`config.mk`:
```
export PLATFORM = sky130hd
export DESIGN_NAME = rtc_timekeeper
export DESIGN_NICKNAME = d
export VERILOG_FILES = /design/src/rtl/rtc_timekeeper.sv
export SDC_FILE = /design/constraint.sdc
export NUM_CORES = 1
export LEC_CHECK = 0
export BUFFER_PORTS_ARGS = -buffer_cell sky130_fd_sc_hd__buf_4
export CORE_UTILIZATION = 49
export CTS_CLUSTER_SIZE = 10
export DETAILED_ROUTE_END_ITERATION = 10
export PLACE_DENSITY = 0.76
export SYNTH_ARGS = -nofsm -noshare
export SYNTH_HDL_FRONTEND = slang
export SYNTH_SLANG_ARGS = --single-unit
```
`constraint.sdc`:
```
create_clock -name clk -period 2.22 [get_ports clk]
set_clock_uncertainty 0.1 [all_clocks]
set_input_delay 0.111 -clock clk [delete_from_list [all_inputs] [get_ports clk]]
set_output_delay 0.111 -clock clk [all_outputs]
set_load 0.1 [all_outputs]
```
`src/rtl/rtc_timekeeper.sv`:
```
// rtl/rtc_timekeeper.sv - prescaled hh:mm:ss time-of-day core with load handshake and 12h/24h display
// Optional alarm compare enabled by defining RTC_TIMEKEEPER_ALARM_EN.
module rtc_timekeeper #(
   parameter int CLK_HZ       = 50000000,
   parameter int DOT_DUTY_DIV = 2
) (
   input  logic       clk,
   input  logic       reset,
   input  logic       enable,
   input  logic       mode12,
   input  logic       set_valid,
   output logic       set_ready,
   input  logic [4:0] set_hour,
   input  logic [5:0] set_min,
   input  logic [5:0] set_sec,
   output logic       set_err,
   output logic [5:0] sec,
   output logic [5:0] min,
   output logic [4:0] hour,
   output logic       pm,
   output logic       dot,
   output logic       tick,
   input  logic [4:0] alarm_hour,
   input  logic [5:0] alarm_min,
   input  logic       alarm_ack,
   output logic       alarm
);

   localparam int PW = (CLK_HZ > 2) ? $clog2(CLK_HZ) : 1;
   localparam logic [PW-1:0] PRESC_LAST = PW'(CLK_HZ - 1);
   localparam logic [PW:0]   DOT_LIMIT  = (PW+1)'(CLK_HZ / DOT_DUTY_DIV);

   logic [PW-1:0] r_presc;
   logic [5:0]    r_sec;
   logic [5:0]    r_min;
   logic [4:0]    r_hr;
   logic          r_tick;
   logic          r_err;
   logic          r_ready;

   logic          w_roll;
   logic          w_load;
   logic          w_in_range;
   logic          w_load_ok;
   logic          w_sec_wrap;
   logic          w_min_wrap;
   logic [5:0]    w_sec_n;
   logic [5:0]    w_min_n;
   logic [4:0]    w_hr_n;
   logic [4:0]    w_hr_mod;

   assign w_roll     = (r_presc == PRESC_LAST);
   assign w_load     = set_valid & r_ready;
   assign w_in_range = (set_hour <= 5'd23) && (set_min <= 6'd59) && (set_sec <= 6'd59);
   assign w_load_ok  = w_load & w_in_range;

   // Next time on a one-second increment, with the full carry chain in one edge.
   assign w_sec_wrap = (r_sec == 6'd59);
   assign w_min_wrap = w_sec_wrap && (r_min == 6'd59);
   assign w_sec_n    = w_sec_wrap ? 6'd0 : r_sec + 6'd1;
   assign w_min_n    = w_sec_wrap ? ((r_min == 6'd59) ? 6'd0 : r_min + 6'd1) : r_min;
   assign w_hr_n     = w_min_wrap ? ((r_hr == 5'd23) ? 5'd0 : r_hr + 5'd1) : r_hr;

   always_ff @(posedge clk) begin
      if (reset) begin
         r_presc <= '0;
         r_sec   <= '0;
         r_min   <= '0;
         r_hr    <= '0;
         r_tick  <= 1'b0;
         r_err   <= 1'b0;
         r_ready <= 1'b0;
      end else begin
         r_ready <= 1'b1;
         r_tick  <= 1'b0;
         r_err   <= 1'b0;
         if (w_load_ok) begin
            // A valid load overrides any coincident rollover.
            r_hr    <= set_hour;
            r_min   <= set_min;
            r_sec   <= set_sec;
            r_presc <= '0;
         end else begin
            if (w_load) begin
               r_err <= 1'b1;
            end
            if (enable) begin
               if (w_roll) begin
                  r_presc <= '0;
                  r_sec   <= w_sec_n;
                  r_min   <= w_min_n;
                  r_hr    <= w_hr_n;
                  r_tick  <= 1'b1;
               end else begin
                  r_presc <= r_presc + PW'(1);
               end
            end
         end
      end
   end

`ifdef RTC_TIMEKEEPER_ALARM_EN
   logic r_alarm;
   logic w_alarm_set;

   assign w_alarm_set = enable && w_roll && !w_load_ok && (w_sec_n == 6'd0) &&
                        (w_min_n == alarm_min) && (w_hr_n == alarm_hour);

   always_ff @(posedge clk) begin
      if (reset) begin
         r_alarm <= 1'b0;
      end else if (w_alarm_set) begin
         r_alarm <= 1'b1;
      end else if (alarm_ack) begin
         r_alarm <= 1'b0;
      end
   end

   assign alarm = r_alarm;
`else
   logic w_unused_alarm;
   assign w_unused_alarm = ^{alarm_hour, alarm_min, alarm_ack};
   assign alarm          = 1'b0;
`endif

   assign w_hr_mod  = (r_hr >= 5'd12) ? r_hr - 5'd12 : r_hr;
   assign hour      = mode12 ? ((w_hr_mod == 5'd0) ? 5'd12 : w_hr_mod) : r_hr;
   assign pm        = (r_hr >= 5'd12);
   assign dot       = ({1'b0, r_presc} < DOT_LIMIT);
   assign sec       = r_sec;
   assign min       = r_min;
   assign tick      = r_tick;
   assign set_err   = r_err;
   assign set_ready = r_ready;

endmodule

```
==> flow_summary.json, run 1 <==
{
  "synth_area_mm2": 0.002599,
  "grt_overflow": 0,
  "grt_util_all_layers": 0.2223,
  "hold_path_class": "in -> reg",
  "place.gp.congestion": 0.8479,
  "layout.nets": 426,
  "synth-seq-area-share": 0.3544,
  "io_buffer_count": 43,
  "synth-async-reset-ratio": 0,
  "cp-end-kind": "output port",
  "drv_cap": 0,
  "clock.fmax_mhz": 459.4,
  "firstDrtPassIters": 4,
  "slew_violations": 0,
  "tritoncts": "done",
  "antenna_cells": 0,
  "critPathRequiredTime_ns": 2.01,
  "vias_per_cell": 5.559,
  "grt_pass1_wl_um": 9618,
  "wirelength_um": 6097,
  "rows": 26,
  "routedWlPerCell_um": 13.37,
  "fillers": 409,
  "rsz0062_at_grt": "yes",
  "vias": 2535,
  "synth_edf_count": 0,
  "drc_errors": 0,
  "antenna_found_initial": 0,
  "setup_violations": 0,
  "ff2ff_path_depth": 6,
  "wl_met1_um": 2923,
  "fin_crit_sh": 0.9804,
  "ys_ff_latch": 46,
  "clock-sinks": 46,
  "synthFlopType": "dfxtp_1",
  "clock_tree.buffer_depth": 2,
  "hold_viol": 0,
  "start_util": 0.5088,
  "multiInputGateArea_mm2": 0.001722,
  "cp_max_fo": 4,
  "post-route-min-period_ns": 2.177,
  "drt_iter0_drc": 176,
  "dr_wl_met3_um": 265,
  "cp.arrival_ns": 1.97,
  "regArea_um2": 957.2,
  "numCtsBuffers": 5,
  "die_area_mm2": 0.005599,
  "grt_pass1_vias": 2192,
  "peakVddDrop_mv": 0.3668,
  "critical_path_class": "reg -> out",
  "ios": 57,
  "synth.distinct_cells": 55,
  "hold_depth": 3,
  "core_mm2": 0.005107,
  "areaGrowthSynthToFinish_pct": 35.58,
  "grt_max_degree": 26,
  "cts.htree.levels": 2,
  "status": "finished clean",
  "dp_cells": 439,
  "hold_ws_ns": 0.01295,
  "syn_avg_cell_area_um2": 8.198,
  "netlist_instances": 317,
  "dieWidth_um": 74.83,
  "syn_nets": 358,
  "wl_met2_um": 2843,
  "ys_warn_count": 0,
  "clockRootBuffer": "clkbuf_8",
  "hpwl_um": 4240,
  "finalPower_uw": 1843,
  "cts.reportedPaths.clkPinSlew_ns": 0.08,
  "p_leak_uw": 0.001355,
  "fin_cells": 456,
  "top_layer": "met4",
  "layout-drive-gt1-share": 0.3187,
  "start_kind": "register",
  "drtAntennaViolNets": 0,
  "p_per_area_mw_per_mm2": 523.1,
  "die_h_um": 74.83,
  "insertion_delay_ns": 0.31
}
==> flip-flops by register name (all words and copies together), names as in the netlist <==
register,count
min,6
sec,6
r_hr,5
tick,1
set_ready,1
r_presc,26
set_err,1
==> cell type report <==
| class | count | share of cell area |
|---|---|---|
| inverters | 8 | 0.008523 |
| repair buffers | 74 | 0.1793 |
| clock inverters | 2 | 0.003551 |
| well taps | 70 | 0.02486 |
| multi-input cells | 250 | 0.4886 |
| clock buffers | 6 | 0.02344 |
| flip-flops and latches | 46 | 0.2717 |
==> per-layer routing <==
| metal | vias to the layer above | track usage |
|---|---|---|
| li1 | 1291 | - |
| met1 | 1182 | 0.2933 |
| met2 | 54 | 0.3694 |
| met3 | 8 | 0.04150 |
| met4 | 0 | 0.06918 |
| met5 | - | 0 |
==> cell families after synthesis <==
| group | after synthesis | share of synthesized area |
|---|---|---|
| adders and majority gates | 7 | 0.03370 |
| xor gates and xnor gates | 30 | 0.1011 |
| AOI/OAI and AO/OA | 62 | 0.1546 |
| buffers and inverters | 21 | 0.03563 |
| muxes | 4 | 0.01637 |
| other | 1 | 0.001443 |
| DFF | 46 | 0.3544 |
| and+or+nand+nor | 146 | 0.3028 |
==> critical path, stage by stage, from the launching register on <==
cell and delay [ns]:
dfxtp_1 0.32, or4_4 0.59, o2111ai_2 0.19, a21oi_1 0.08
o21a_1 0.20, nor2_4 0.10, buf_12 0.18
==> what timing repair did <==
item,in CTS,in global routing
setup buffers,0,5
cloned,0,0
hold buffers,4,0
endpoints found under the hold margin,10,0
resized for setup,8,18
pin swaps,0,10
endpoints found under the setup margin,4,9
==> power by group <==
group	total, uW	switching [uW]	internal, uW
clock network	542	291	251
logic	430	289	141
registers	872	27.1	845
==> synthesized netlist by cell type, drive strengths merged, types with 2 or more instances <==
library cell	n	area, um^2
a21oi	12	60.06
o21ai	17	85.08
clkbuf	9	33.78
nor2	41	153.9
nand4	13	87.58
nand4b	3	26.28
or3	5	31.28
ha	7	87.58
xor2	16	140.1
a31oi	12	75.07
a22o	2	17.52
and4	3	26.28
nor4	7	71.31
o211ai	2	15.01
nand3	19	95.09
mux2	2	22.52
inv	8	30.03
a311oi	2	17.52
nor3	7	40.04
xnor2	14	122.6
or4	6	48.80
nor2b	3	18.77
and3	5	31.28
mux2i	2	20.02
dfxtp	46	920.9
buf	4	28.78
nand2	29	111.4
o31ai	2	15.01
==> path summary, 6_finish.rpt <==
| kind | start | slack [ns] | end |
|---|---|---|---|
| setup / recovery | r_presc[8] | 0.04 | dot |
| hold / removal | set_min[1] | 0.01 | min[1] |
| setup reg to reg | r_presc[18] | 0.09 | r_hr[2] |
| hold reg to reg | r_presc[24] | 0.40 | r_presc[24] |
==> through the flow <==
step | utilization | TNS, ns | area, um^2 | setup WS, ns
after detailed placement | 0.6362 | 0 | 3249 | 0.04138
after CTS | 0.6690 | 0 | 3417 | 0.001265
after floorplan | - | -0.1122 | 2726 | -0.1122
final | 0.6899 | 0 | 3523 | 0.04343
after global routing | 0.6899 | -0.05570 | 3523 | -0.03645
after global placement | 0.6362 | 0 | 3249 | 0.08919
==> placed cells by master, fill, tap and decap left out, drive strengths merged, types with 3 or more instances in the layout <==
master / Yosys / layout
a21oi: 12 / 12
a31oi: 12 / 12
and3: 5 / 5
and4: 3 / 3
buf: 4 / 70
clkbuf: 9 / 6
dfxtp: 46 / 46
dlygate4sd3: 0 / 4
ha: 7 / 7
inv: 8 / 8
nand2: 29 / 29
nand3: 19 / 19
nand4: 13 / 13
nand4b: 3 / 3
nor2: 41 / 41
nor2b: 3 / 3
nor3: 7 / 7
nor4: 7 / 7
o21ai: 17 / 17
or3: 5 / 5
or4: 6 / 6
xnor2: 14 / 14
xor2: 16 / 16
(Power assumes the default switching activity.)
==> inputs of run 2 (changes only) <==
--- a/config.mk
+++ b/config.mk
@@ -9,7 +9,9 @@
 export CORE_UTILIZATION = 49
 export CTS_CLUSTER_SIZE = 10
 export DETAILED_ROUTE_END_ITERATION = 10
+export HOLD_SLACK_MARGIN = 0.06
 export PLACE_DENSITY = 0.76
+export REMOVE_ABC_BUFFERS = 1
 export SYNTH_ARGS = -nofsm -noshare
 export SYNTH_HDL_FRONTEND = slang
 export SYNTH_SLANG_ARGS = --single-unit
==> run 2 against run 1 <==
Critical path depth unchanged; die area stayed put; design area down 0.46%; largest power group unchanged; global-route usage rose by 0.58 points.
==> flow_summary.json, run 2 (synthesis results as in run 1) <==
{
  "core_mm2": 0.005107,
  "clock-sinks": 46,
  "place.gp.congestion": 0.8658,
  "firstDrtPassIters": 4,
  "drt_iter0_drc": 156,
  "crit_chain": "or4_4, o2111ai_2, a21oi_1, o21a_1, nor2_1, buf_6",
  "start_kind": "register",
  "die_h_um": 74.83,
  "hold_path_class": "in -> reg",
  "clock.fmax_mhz": 452.1,
  "dp_cells": 444,
  "cp_slowest_cell": "or4_4",
  "grt_pass1_vias": 2218,
  "cp_max_fo": 4,
  "cts.htree.levels": 2,
  "vias": 2622,
  "grt_pass1_wl_um": 9867,
  "fin_cells": 467,
  "dp_slack_ns": 0.04509,
  "tns_ns": 0,
  "grt_max_degree": 26,
  "cts.reportedPaths.clkPinSlew_ns": 0.09,
  "status": "finished clean",
  "drc_errors": 0,
  "antenna_found_initial": 0,
  "tritoncts": "done",
  "rows": 26,
  "post-route-cell-area_mm2": 0.003507,
  "insertion_delay_ns": 0.30,
  "clock_tree.buffer_depth": 2,
  "layout-drive-gt1-share": 0.2544,
  "critPathRequiredTime_ns": 2.01,
  "final_cell_mix": "buf_4, dfxtp_1, nor2_1, nand2_1, nand3_1",
  "rrSetupSlack_ns": 0.07,
  "setup_slack_ns": 0.008131,
  "top_register": "r_presc",
  "slew_violations": 0,
  "routedWlPerCell_um": 13.71,
  "drtAntennaViolNets": 0,
  "wirelength_um": 6402,
  "vias_per_cell": 5.615,
  "fin_crit_sh": 0.9963,
  "peakVddDrop_mv": 0.4835,
  "p_leak_uw": 0.001375,
  "rsz0062_at_grt": "yes",
  "largest_reg_flops": 26,
  "areaGrowthSynthToFinish_pct": 34.95,
  "io_buffer_count": 43,
  "hold_ws_ns": 0.08161,
  "antenna_cells": 0,
  "fillers": 409,
  "cp-end-kind": "output port",
  "hold_viol": 0,
  "hpwl_um": 4609,
  "drv_cap": 0,
  "start_util": 0.5088,
  "ios": 57,
  "p_per_area_mw_per_mm2": 529.5,
  "place_area_mm2": 0.003162,
  "grt_overflow": 0,
  "clockRootBuffer": "clkbuf_8",
  "crit_path_max_incr_delay_ns": 0.58,
  "final_common_cell": "buf_4",
  "cp.arrival_ns": 2.00,
  "die_area_mm2": 0.005599,
  "setup_violations": 0,
  "layout.nets": 437,
  "post-route-min-period_ns": 2.212,
  "numCtsBuffers": 5,
  "critical_path_class": "reg -> out",
  "grt_util_all_layers": 0.2282,
  "dieWidth_um": 74.83
}
run 2: worst paths after layout:
kind	startpoint	cells after the start	end
min	set_hour[2]	4	r_hr[2]
max	r_presc[8]	6	dot
max reg2reg	r_presc[8]	5	sec[5]
min reg2reg	sec[5]	2	sec[5]
run 2: layout make-up:
| cell class | instances | area, um^2 | area share |
|---|---|---|---|
| clock buffer | 7 | 96.34 | 0.02747 |
| clock inverter | 1 | 8.758 | 0.002497 |
| inverter | 8 | 30.03 | 0.008562 |
| multi-input combinational | 250 | 1653 | 0.4713 |
| sequential | 46 | 925.9 | 0.2640 |
| tap | 70 | 87.58 | 0.02497 |
| timing repair buffer | 85 | 705.7 | 0.2012 |
run 2: worst max-delay path: cells and delay by family (launching register included):
kind                   cells  cell delay (ns)
AO/OA/AOI/OAI              3             0.42
AND/OR/NAND/NOR            2             0.69
buffers and inverters      1             0.24
flip-flops                 1             0.34
run 2: per-layer routing:
metal	wire, um	track usage	part of all wire
met5	0	0	0
met4	89	0.08176	0.014
met1	2929	0.2836	0.46
met3	178	0.03213	0.028
met2	3205	0.4024	0.50
run 2: timing repair:
action,4_1_cts,5_1_grt
cloned,0,0
endpoints found under the setup margin,4,15
endpoints found under the hold margin,19,0
pin swaps,3,4
resized for setup,6,17
buffers inserted,0,2
hold buffers,13,0
run 2: metrics by stage:
stage / utilization / power [uW]
floorplan: - / 1153
global placement: 0.6191 / 1264
detailed placement: 0.6191 / 1270
CTS: 0.6693 / 1858
global route: 0.6867 / 1934
finish: 0.6867 / 1857
run 2: power breakdown:
group	internal [uW]	switching [uW]	total [uW]
logic	133	278	411
clock network	286	287	573
registers	846	27.4	874
==> inputs of run 3 (changes only) <==
--- a/config.mk
+++ b/config.mk
@@ -6,11 +6,13 @@
 export NUM_CORES = 1
 export LEC_CHECK = 0
 export BUFFER_PORTS_ARGS = -buffer_cell sky130_fd_sc_hd__buf_4
-export CORE_UTILIZATION = 49
+export CELL_PAD_IN_SITES_DETAIL_PLACEMENT = 1
+export CELL_PAD_IN_SITES_GLOBAL_PLACEMENT = 2
+export CORE_UTILIZATION = 28
 export CTS_CLUSTER_SIZE = 10
 export DETAILED_ROUTE_END_ITERATION = 10
 export HOLD_SLACK_MARGIN = 0.06
-export PLACE_DENSITY = 0.76
+export PLACE_DENSITY_LB_ADDON = 0.1
 export REMOVE_ABC_BUFFERS = 1
 export SYNTH_ARGS = -nofsm -noshare
 export SYNTH_HDL_FRONTEND = slang
==> run 3 against run 2 <==
The flow now finishes with violations (DRC); core utilization is 28 points lower; first-iteration DRC count is 66% lower; largest power group unchanged; global-route usage is 6.5 points lower.
==> flow_summary.json, run 3 (synthesis results as in run 1) <==
{
  "start_util": 0.2937,
  "clock.fmax_mhz": 454.9,
  "numCtsBuffers": 5,
  "insertion_delay_ns": 0.30,
  "multiInputGateArea_mm2": 0.001655,
  "crit_path_max_incr_delay_ns": 0.58,
  "drtAntennaViolNets": 0,
  "utilization": 0.4111,
  "dp_slack_ns": 0.01381,
  "top_register": "r_presc",
  "die_area_mm2": 0.009671,
  "fin_cells": 517,
  "grt_overflow": 0,
  "p_per_area_mw_per_mm2": 504.9,
  "rows": 34,
  "hp-start": "set_sec[3]",
  "grt_pass1_wl_um": 12830,
  "r2r-end": "sec[5]",
  "largest_reg_flops": 26,
  "regArea_um2": 924.6,
  "wirelength_um": 7729,
  "cts.reportedPaths.clkPinSlew_ns": 0.10,
  "crit_family": "simple AND/OR/NAND/NOR gates",
  "finalPower_uw": 1837,
  "cp-end-kind": "register",
  "cp_slowest_cell": "or4_4",
  "hold_path_class": "in -> reg",
  "vias": 2645,
  "final_common_cell": "buf_4",
  "grt_max_degree": 26,
  "grt_util_all_layers": 0.1636,
  "tns_ns": 0,
  "dieWidth_um": 98.34,
  "antenna_cells": 0,
  "clock_tree.buffer_depth": 2,
  "clock-sinks": 46,
  "grt_pass1_vias": 2603,
  "status": "complete, but fails checks",
  "vias_per_cell": 5.116,
  "areaGrowthSynthToFinish_pct": 39.96,
  "rrSetupSlack_ns": 0.02,
  "io_buffer_count": 43,
  "place.gp.congestion": 0.7409,
  "clockRootBuffer": "clkbuf_8",
  "ff2ff_path_depth": 5,
  "cp.arrival_ns": 2.32,
  "cp_max_fo": 5,
  "layout-drive-gt1-share": 0.2836,
  "post-route-min-period_ns": 2.198,
  "final_cell_mix": "buf_4, dfxtp_1, nor2_1, nand2_1, nand3_1",
  "drv_cap": 0,
  "core_mm2": 0.008848,
  "crit_chain": "or4_4, nor3_2, nand3_2, or4_1, a31oi_1",
  "hold_depth": 3,
  "die_h_um": 98.34,
  "routedWlPerCell_um": 14.95,
  "p_leak_uw": 0.001433,
  "rsz0062_at_grt": "yes",
  "setup_slack_ns": 0.02193,
  "slew_violations": 0,
  "tritoncts": "done",
  "firstDrtPassIters": 9,
  "critical_path_class": "reg -> reg",
  "drc_errors": 1,
  "critPathRequiredTime_ns": 2.35,
  "cts.htree.levels": 2,
  "hpwl_um": 5691,
  "worstHoldEndpoint": "sec[3]",
  "drt_iter0_drc": 53,
  "dp_cells": 490,
  "layout.nets": 449,
  "startpoint": "r_presc[8]",
  "r2r-start": "r_presc[8]",
  "fin_crit_sh": 0.9901,
  "start_kind": "register",
  "antenna_found_initial": 0,
  "crit_buf_inv": 0,
  "setup_violations": 0,
  "violations": "DRC",
  "peakVddDrop_mv": 0.2139,
  "ios": 57,
  "hold_viol": 0,
  "fillers": 1060
}
## run 3: cell types whose count changed in the layout (fill, tap and decap cells not counted), sizes merged
| cell | before | now |
|---|---|---|
| buf | 72 | 85 |
| clkbuf | 7 | 5 |
| clkinv | 1 | 2 |
| clkinvlp | 0 | 1 |
| dlygate4sd3 | 13 | 12 |
## run 3: worst max path at each step
| stage | slack (ns) | cells after the start | end |
|---|---|---|---|
| after floorplan | -1.48 | 4 | hour[0] |
| after global placement | 0.05 | 5 | sec[5] |
| after detailed placement | 0.01 | 5 | sec[5] |
| after CTS | 0.0002 | 6 | dot |
| after global routing | -0.08 | 6 | dot |
| final | 0.02 | 5 | sec[5] |
## run 3: area by class of cell
cell class / instances / area share
repair buffers: 97 / 0.2205
inverters: 8 / 0.008256
multi-input cells: 250 / 0.4551
well taps: 108 / 0.03715
flip-flops and latches: 46 / 0.2542
clock inverters: 3 / 0.005848
clock buffers: 5 / 0.01892
## run 3: repair_timing
action                                  4_1_cts  5_1_grt
cloned                                        0        0
pin swaps                                     3       10
endpoints found under the setup margin        6       16
endpoints found under the hold margin        18        0
buffers inserted                              1        6
resized for setup                            14       13
hold buffers                                 12        0
## run 3: tightest hold or removal path: stages
cell and delay [ns]:
buf_4 0.08, o21ai_0 0.07, a31oi_1 0.15
## run 3: where the power goes
part	switching (uW)	internal, uW
Clock	313	222
Combinational	290	141
Sequential	23.9	846
Total	627	1210
## run 3: layer usage
metal / GRT usage / vias to the layer above / part of all wire
li1: - / 1332 / -
met1: 0.2244 / 1281 / 0.50
met2: 0.2736 / 30 / 0.47
met3: 0.02720 / 2 / 0.027
met4: 0.02755 / 0 / 0.0039
met5: 0 / - / 0
## run 3: per-stage QoR
stage | area (um^2) | hold WS [ns]
2_1_floorplan | 2536 | 0.08007
3_3_place_gp | 3269 | 0.2849
3_5_place_dp | 3269 | 0.2880
4_1_cts | 3533 | 0.06405
5_1_grt | 3637 | 0.09384
6_report | 3637 | 0.06699
